File: config.mk
export PLATFORM = sky130hd
export DESIGN_NAME = instr_fetch_queue
export DESIGN_NICKNAME = d
export VERILOG_FILES = /design/src/rtl/instr_fetch_queue.sv
export SDC_FILE = /design/constraint.sdc
export NUM_CORES = 1
export LEC_CHECK = 0
export ABC_CLOCK_PERIOD_IN_PS = 4880
export BUFFER_PORTS_ARGS = -buffer_cell sky130_fd_sc_hd__buf_2
export CORE_MARGIN = 2
export CORE_UTILIZATION = 52
export DETAILED_ROUTE_END_ITERATION = 6
export GPL_TIMING_DRIVEN = 0
export PLACE_DENSITY = 0.74
export SLEW_MARGIN = 20
export SYNTH_ARGS = -nofsm -noshare
export SYNTH_HDL_FRONTEND = slang
export SYNTH_SLANG_ARGS = --single-unit
File: constraint.sdc
create_clock -name clock -period 4.88 [get_ports clock]
set_input_delay 0.244 -clock clock [delete_from_list [all_inputs] [get_ports clock]]
set_output_delay 0.244 -clock clock [all_outputs]
set_load 0.05 [all_outputs]
File: src/rtl/instr_fetch_queue.sv
// instr_fetch_queue: instruction fetch front-end.
//
// Owns the fetch PC and issues sequential word requests to instruction memory over a
// req/gnt/rvalid handshake. Returned words are buffered with their PC in a small in-order
// FIFO and handed to decode over valid/ready. A redirect flushes the FIFO, restarts fetch
// at the new PC and discards any responses still in flight.
//
// Parameters:
//   DEPTH     FIFO entries (power of two, 2..16); also caps outstanding requests
//   RESET_PC  fetch address after reset
// Ports:
//   clock        sole clock, all state updates on posedge
//   reset_       synchronous active-low reset
//   imem_req     request valid (combinational from state and redirect)
//   imem_addr    word address of the request
//   imem_gnt     request accepted this cycle
//   imem_rvalid  response valid; responses return in grant order
//   imem_rdata   response instruction word
//   redirect     flush and restart fetch at redirect_pc
//   redirect_pc  new fetch address, bits [1:0] ignored
//   out_valid    FIFO head valid
//   out_instr    FIFO head instruction (zero when out_valid is low)
//   out_pc       PC of out_instr (zero when out_valid is low)
//   out_ready    consumer accepts the head

module instr_fetch_queue #(
   parameter int unsigned DEPTH    = 4,
   parameter logic [31:0] RESET_PC = 32'h0
) (
   input  logic        clock,
   input  logic        reset_,
   output logic        imem_req,
   output logic [31:0] imem_addr,
   input  logic        imem_gnt,
   input  logic        imem_rvalid,
   input  logic [31:0] imem_rdata,
   input  logic        redirect,
   input  logic [31:0] redirect_pc,
   output logic        out_valid,
   output logic [31:0] out_instr,
   output logic [31:0] out_pc,
   input  logic        out_ready
);

   localparam int unsigned AW = (DEPTH > 1) ? $clog2(DEPTH) : 1;
   // Counters must hold 0..DEPTH inclusive.
   localparam int unsigned CW = $clog2(DEPTH + 1);

   logic [31:0]   fetch_pc_q, fetch_pc_d;
   logic [31:0]   resp_pc_q, resp_pc_d;
   logic [CW-1:0] inflight_q, inflight_d;
   logic [CW-1:0] drop_cnt_q, drop_cnt_d;
   logic [CW-1:0] count_q, count_d;
   logic [AW-1:0] rd_ptr_q, rd_ptr_d;
   logic [AW-1:0] wr_ptr_q, wr_ptr_d;

   logic [31:0]   pc_mem_q    [DEPTH];
   logic [31:0]   instr_mem_q [DEPTH];

   logic [CW:0]   occupancy;
   logic          grant;
   logic          drop;
   logic          push;
   logic          pop;

   // Slots already committed: buffered entries plus requests whose data will be kept.
   // Responses marked for dropping never take a FIFO slot, so they do not throttle fetch.
   assign occupancy = {1'b0, count_q} + {1'b0, inflight_q} - {1'b0, drop_cnt_q};

   assign imem_req  = reset_ && !redirect && (occupancy < (CW + 1)'(DEPTH));
   assign imem_addr = fetch_pc_q;

   assign grant = imem_req && imem_gnt;
   assign drop  = imem_rvalid && (drop_cnt_q != '0);
   assign push  = imem_rvalid && !drop && !redirect;

   assign out_valid = (count_q != '0);
   assign pop       = out_valid && out_ready && !redirect;

   // Head is masked so stale storage is never visible while the queue is empty.
   assign out_instr = out_valid ? instr_mem_q[rd_ptr_q] : '0;
   assign out_pc    = out_valid ? pc_mem_q[rd_ptr_q]    : '0;

   always_comb begin
      fetch_pc_d = fetch_pc_q;
      resp_pc_d  = resp_pc_q;
      inflight_d = inflight_q;
      drop_cnt_d = drop_cnt_q;
      count_d    = count_q;
      rd_ptr_d   = rd_ptr_q;
      wr_ptr_d   = wr_ptr_q;

      if (redirect) begin
         fetch_pc_d = redirect_pc & 32'hFFFF_FFFC;
         resp_pc_d  = redirect_pc & 32'hFFFF_FFFC;
         // Everything still outstanding after this cycle belongs to the old path.
         inflight_d = inflight_q - CW'(imem_rvalid);
         drop_cnt_d = inflight_q - CW'(imem_rvalid);
         count_d    = '0;
         rd_ptr_d   = '0;
         wr_ptr_d   = '0;
      end else begin
         if (grant) begin
            fetch_pc_d = fetch_pc_q + 32'd4;
         end
         inflight_d = inflight_q + CW'(grant) - CW'(imem_rvalid);
         if (drop) begin
            drop_cnt_d = drop_cnt_q - CW'(1);
         end
         if (push) begin
            resp_pc_d = resp_pc_q + 32'd4;
            wr_ptr_d  = wr_ptr_q + AW'(1);
         end
         if (pop) begin
            rd_ptr_d = rd_ptr_q + AW'(1);
         end
         count_d = count_q + CW'(push) - CW'(pop);
      end
   end

   always_ff @(posedge clock) begin
      if (!reset_) begin
         fetch_pc_q <= RESET_PC;
         resp_pc_q  <= RESET_PC;
         inflight_q <= '0;
         drop_cnt_q <= '0;
         count_q    <= '0;
         rd_ptr_q   <= '0;
         wr_ptr_q   <= '0;
      end else begin
         fetch_pc_q <= fetch_pc_d;
         resp_pc_q  <= resp_pc_d;
         inflight_q <= inflight_d;
         drop_cnt_q <= drop_cnt_d;
         count_q    <= count_d;
         rd_ptr_q   <= rd_ptr_d;
         wr_ptr_q   <= wr_ptr_d;
      end
   end

   // Storage needs no reset: reads are masked by out_valid.
   always_ff @(posedge clock) begin
      if (push) begin
         pc_mem_q[wr_ptr_q]    <= resp_pc_q;
         instr_mem_q[wr_ptr_q] <= imem_rdata;
      end
   end

endmodule

Word level (Yosys, flattened, before mapping). Memories as Yosys holds them, arrays and structs flattened. A register that Yosys moved wholly into a read port is not among the register bits. Cells that the tools add are included.

Bits in writable memories: 256. Output and inout port bits: 98. Input port bits: 70. Register bits after elaboration: 77. Word-level logic and storage cells: 56. Memories kept: 2.

Multiplexer cells: 15. Reductions and logical operators: 16. Bitwise logic cells: 1. $add $sub $neg: 12. Order comparisons: 1.

Memory list: instr_mem_q (words 4, bits a word 32, read ports 1, clocked after memory_dff 1, wr ports 1, RTL line 58) `logic [31:0] instr_mem_q [DEPTH];`; pc_mem_q (words 4, bits a word 32, read ports 1, clocked after memory_dff 1, wr ports 1, RTL line 57) `logic [31:0] pc_mem_q [DEPTH];`.

Operator list (number): $mux 32 (6); $add 32x3->32 const B (2); $mux 3 (3); $sub 3x1->3 (3); $logic_and 1x1->1 (8); $mux 2 (4); $add 3x1->3 (2); $reduce_bool 2->1 (3); $reduce_bool 3->1 (2); $add 2x1->2 const B (2); $add 3x3->4 (1); $lt 4x3->1 const B (1); $sub 4x3->4 (1); $sub 3x1->3 const B (1); $logic_not 1->1 (2); $mux 1 (2); $reduce_or 2->1 (1); $not 1->1 (1).

Logic depth before layout (Yosys ltp).
Depth after elaboration: 8. Depth in mapped cells: 17. Depth with buffers taken out: 16.

Worst setup path before layout. Ideal clock, no wire load.

Path kind: register to register. Start: register inflight_q[1]. End: register inflight_q[2]. Buffers on the path: 0. Data required time: 4764 ps. Slack: 1171 ps. Data arrival time: 3593 ps. Cell stages (with the launch flop): 17. Period minus slack after synthesis: 3709 ps. Library setup time: 116 ps. Cells stage by stage: dfxtp_1 > inv_1 > fa_1 > inv_1 > ha_1 > and3b_4 > or4_4 > nand2_2 > inv_2 > ha_1 > inv_1 > ha_1 > fa_1 > xor2_1 > o21ai_0 > xnor2_1 > nor2b_1.

Word-level cells in the longest chain between the ends: 8. Elaborated cells on any way between the ends: 9. Classes of those cells: add/sub: 5; order compare: 1; mux: 1; reduce/logical: 2.

Ends and longest elaborated chain: start, declared (RTL line 51) `logic [CW-1:0] inflight_q, inflight_d;`; start signal, assigned (RTL line 133) `inflight_q <= inflight_d;`; $add 3x3->4 (RTL line 68) `assign occupancy = {1'b0, count_q} + {1'b0, inflight_q} - {1'b0, drop_cnt_q};`; $sub 4x3->4 (RTL line 68); $lt 4x3->1 (RTL line 70) `assign imem_req = reset_ && !redirect && (occupancy < (CW + 1)'(DEPTH));`; $logic_and 1x1->1 (RTL line 70); $logic_and 1x1->1 (RTL line 73) `assign grant = imem_req && imem_gnt;`; $add 3x1->3 (RTL line 106) `inflight_d = inflight_q + CW'(grant) - CW'(imem_rvalid);`; $sub 3x1->3 (RTL line 106); $mux 3 * (RTL line 93) `if (redirect) begin`.

Every way passes the cells marked *; elsewhere a longest branch is shown, timed or not. A chain may end at the register's enable or synchronous reset.

Worst setup path after layout.
Start: register drop_cnt_q[2]. End: register inflight_q[2].

Word-level cells in the longest chain between the ends: 7.

Ends and longest elaborated chain: start, declared (RTL line 52) `logic [CW-1:0] drop_cnt_q, drop_cnt_d;`; start signal, assigned (RTL line 134) `drop_cnt_q <= drop_cnt_d;`; $sub 4x3->4 (RTL line 68); $lt 4x3->1 (RTL line 70); $logic_and 1x1->1 (RTL line 70); $logic_and 1x1->1 (RTL line 73); $add 3x1->3 (RTL line 106); $sub 3x1->3 (RTL line 106); $mux 3 (RTL line 93).

Every way passes these cells.

==> results.py <==
metrics = {
    "cells_and_area": {
        "area.growth.synth_to_final_pct": 19.7,
        "fraction_of_layout_cells_with_a_size_suffix_above_1_pct": 27.1,
        "finish.net_count": 1224,
        "fillers": 1915,
        "postLayoutCoreUtil_pct": 63.3,
        "multi_input_comb_area_mm2": 0.00451,
        "antenna-diode-count": 0,
        "fin_area_mm2": 0.0164,
        "regArea_mm2": 0.00895,
    },
    "sta": {
        "timing.final.max_slew_violations": 0,
        "final-hold-violation-count": 0,
        "timing_worst_slew_pin_value_ns": 0.863,
        "worst_hold_slack_ns": 0.0185,
        "post-route-period-util_pct": 84.6,
        "slew_headroom_pct": 42.0,
        "final.min_clock_period_ns": 4.13,
        "fmax_mhz": 242,
        "grt_setup_unrepaired": "false",
        "final-setup-viol-count": 0,
        "finalClockSkew_ns": 0.0103,
        "setup_tns_ns": 0,
    },
    "drt": {
        "route.vias.total": 8514,
        "finalWirelength_mm": 30.1,
        "detail-route-antenna-nets": 0,
        "detail_route.wl_per_cell_um": 20.2,
        "drc_errors": 0,
        "initialDrtViolationCount": 768,
        "drt_pre_antenna_iters": 7,
        "avgViaCountPerCell": 5.71,
    },
    "die": {
        "coreArea_mm2": 0.0260,
        "placement_rows": 59,
        "die_height_um": 167,
        "die_area_mm2": 0.0277,
        "top_level_ports": 168,
        "initial_utilization_pct": 52.9,
        "floorplan.die.width_um": 167,
    },
    "synth": {
        "average_instance_area_after_synthesis_um2": 15.3,
        "synth_enable_flop_cells": 248,
        "ys_async_sr_fraction_pct": 0,
        "yosys_most_used_dff": "edfxtp_1",
        "count_of_unique_library_cells_instantiated_by_yosys": 63,
        "synth_warnings": 0,
        "synth_cells": 897,
        "ys_seq_area_share_pct": 65.1,
        "syn_area_mm2": 0.0137,
        "synth.ff_latch_count": 323,
    },
    "placed_design": {
        "dp.final_hpwl_mm": 20.7,
        "io_buffer_count": 160,
        "place.gp.congestion": 0.965,
        "dpl_cell_area_mm2": 0.0151,
    },
    "clock_tree": {
        "root_buffer": "clkbuf_16",
        "cts.path.max_buffers": 3,
        "cts.sinks": 323,
        "cts_setup_buffers": 0,
        "h-tree-depth": 1,
        "cts_tree": "yes",
        "total_cts_buffers": 31,
        "clkLatencyLatePin_ns": 0.54,
        "clkTransAtPathRegs_ns": 0.07,
    },
    "setup_path": {
        "critical_path.cell_chain": "inv_1, fa_1, ha_1, nor2b_1, o2111ai_2, buf_4, nand2_2, inv_2, ha_1, inv_1, ha_1, fa_1, xor2_1, o21ai_0, xnor2_1, nor2b_1",
        "critical-path-slowest-cell": "fa_1",
        "ws_path_type": "reg -> reg",
        "critical_path_maximum_fanout": 10,
        "critPathMostFrequentCell": "ha_1",
        "worst_ep_required_time_ns": 5.32,
        "worst-endpoint-arrival_ns": 4.57,
        "timing.critical_path.to_type": "register",
        "worst_path_largest_cell_delay_ns": 0.49,
        "worst_setup_path_start_kind": "register",
    },
    "global_routing": {
        "antenna_found_initial": 0,
        "grt_start_max_net_pins": 40,
        "grt_overflow_total": 0,
        "first_pass_grt_wire_length_mm": 47.6,
        "grt_pass1_vias": 8507,
        "global_route.usage.total_pct": 21.7,
    },
    "outcome": {
        "run_status": "completed",
    },
    "hold_path": {
        "worst_hold_path_type": "in -> reg",
    },
    "power_and_ir_drop": {
        "leakage_nw": 5.65,
        "vdd_drop_max_v": 0.000314,
        "power_density_mw_per_mm2": 373,
    },
    "run": {
        "max_cap_viol_count": 0,
    },
}
==> logic make-up (layout without fill, tap and decap cells) <==
| kind of cell | after synthesis | count (layout) | share of synthesized area [%] |
|---|---|---|---|
| buf+inv | 75 | 332 | 2.32 |
| fa+ha+maj | 21 | 21 | 2.13 |
| simple gates | 225 | 225 | 9.63 |
| compound gates | 136 | 136 | 7.11 |
| other cells | 1 | 4 | 0.0273 |
| mux | 65 | 65 | 10.4 |
| flops | 323 | 323 | 65.1 |
| xor+xnor | 51 | 51 | 3.25 |
==> where the power goes <==
| part | leakage (nW) | total, mW | switching (mW) | internal, mW |
|---|---|---|---|---|
| sequential | 2.88 | 3.14 | 0.0869 | 3.06 |
| combinational | 2.29 | 0.652 | 0.424 | 0.228 |
| clock | 0.479 | 2.33 | 0.968 | 1.37 |
| total | 5.65 | 6.13 | 1.48 | 4.65 |
==> final timing paths <==
path	end	from	cells past startpoint	slack [ns]
worst max register to register	inflight_q[2]	drop_cnt_q[2]	16	0.75
worst max-delay path	inflight_q[2]	drop_cnt_q[2]	16	0.75
worst min register to register	wr_ptr_q[1]	wr_ptr_q[1]	2	0.51
worst min-delay path	resp_pc_q[28]	redirect_pc[28]	3	0.02
==> layer usage <==
| metal | GRT usage, % | part of all wire [%] | up-vias |
|---|---|---|---|
| li1 | - | - | 3932 |
| met1 | 30.8 | 43 | 4200 |
| met2 | 35.2 | 47 | 340 |
| met3 | 3.90 | 7.8 | 42 |
| met4 | 5.70 | 2.3 | 0 |
| met5 | 0 | 0 | - |
==> placed cells by master (no fill, tap or decap), types with 18 or more instances in the layout <==
| cell | instances |
|---|---|
| edfxtp_1 | 248 |
| buf_2 | 169 |
| dfxtp_1 | 75 |
| nor2b_1 | 66 |
| mux4_2 | 62 |
| a21oi_1 | 49 |
| clkbuf_1 | 40 |
| o21ai_0 | 37 |
| dlygate4sd3_1 | 35 |
| clkbuf_16 | 31 |
| xor2_1 | 28 |
| nand2_1 | 28 |
| nand4_1 | 25 |
| inv_1 | 25 |
| xnor2_1 | 23 |
| nor2_1 | 21 |
| nand3_1 | 18 |
==> final cells by class <==
type | instances | share of cell area [%]
multi-input cells | 502 | 27.4
well taps | 335 | 2.55
repair buffers | 200 | 7.53
inverters | 26 | 0.594
clock inverters | 17 | 0.997
flip-flops and latches | 323 | 54.4
plain buffers | 49 | 1.35
clock buffers | 40 | 5.11
==> per-stage QoR <==
| step | worst slack (ns) | power (mW) | cells |
|---|---|---|---|
| floorplan | 1.17 | 3.62 | 900 |
| global route | 0.473 | 6.35 | 1492 |
| finish | 0.751 | 6.13 | 1492 |
| CTS | 0.778 | 6.17 | 1492 |
| detailed placement | 0.798 | 3.83 | 1400 |
| global placement | 0.362 | 3.81 | 1395 |
==> cells in the mapped netlist, drive strengths merged (5+ instances only) <==
cell type / n / share of area, %
dfxtp: 75 / 11
a2111oi: 7 / 1.4
ha: 17 / 1.5
nand4: 25 / 1.1
buf: 15 / 0.68
xnor2: 23 / 1.5
mux4: 62 / 10
edfxtp: 248 / 54
nand2: 29 / 0.81
o21a: 5 / 0.27
and4: 6 / 0.38
inv: 26 / 0.71
clkbuf: 34 / 0.93
nor2: 21 / 0.57
nor4: 10 / 0.55
nor3: 7 / 0.26
nand3: 19 / 0.73
a21oi: 49 / 1.8
nor2b: 66 / 3.0
and3: 11 / 0.50
and2: 9 / 0.41
o21ai: 37 / 1.3
a211oi: 5 / 0.27
xor2: 28 / 1.8
o211ai: 7 / 0.38
==> flip-flops by register name (all words and copies together) (netlist names), named ones only <==
| signal | flops |
|---|---|
| resp_pc_q | 30 |
| wr_ptr_q | 2 |
| count_q | 3 |
| instr_mem_q | 128 |
| drop_cnt_q | 3 |
| imem_addr | 30 |
| inflight_q | 3 |
| pc_mem_q | 120 |
| rd_ptr_q | 2 |
==> critical path, delay by kind of cell, from the launching register on <==
family / cells / cell delay [ns]
adders and majority gates: 5 / 1.70
buffers and inverters: 4 / 0.61
and+or+nand+nor: 3 / 0.53
AOI/OAI and AO/OA: 2 / 0.50
DFF: 1 / 0.40
xor gates and xnor gates: 2 / 0.31
==> timing repair <==
action	CTS	global route
hold endpoints to repair	131	0
hold buffers	35	0
resized for setup	0	0
Note: power is estimated with default switching activity, not from simulation.
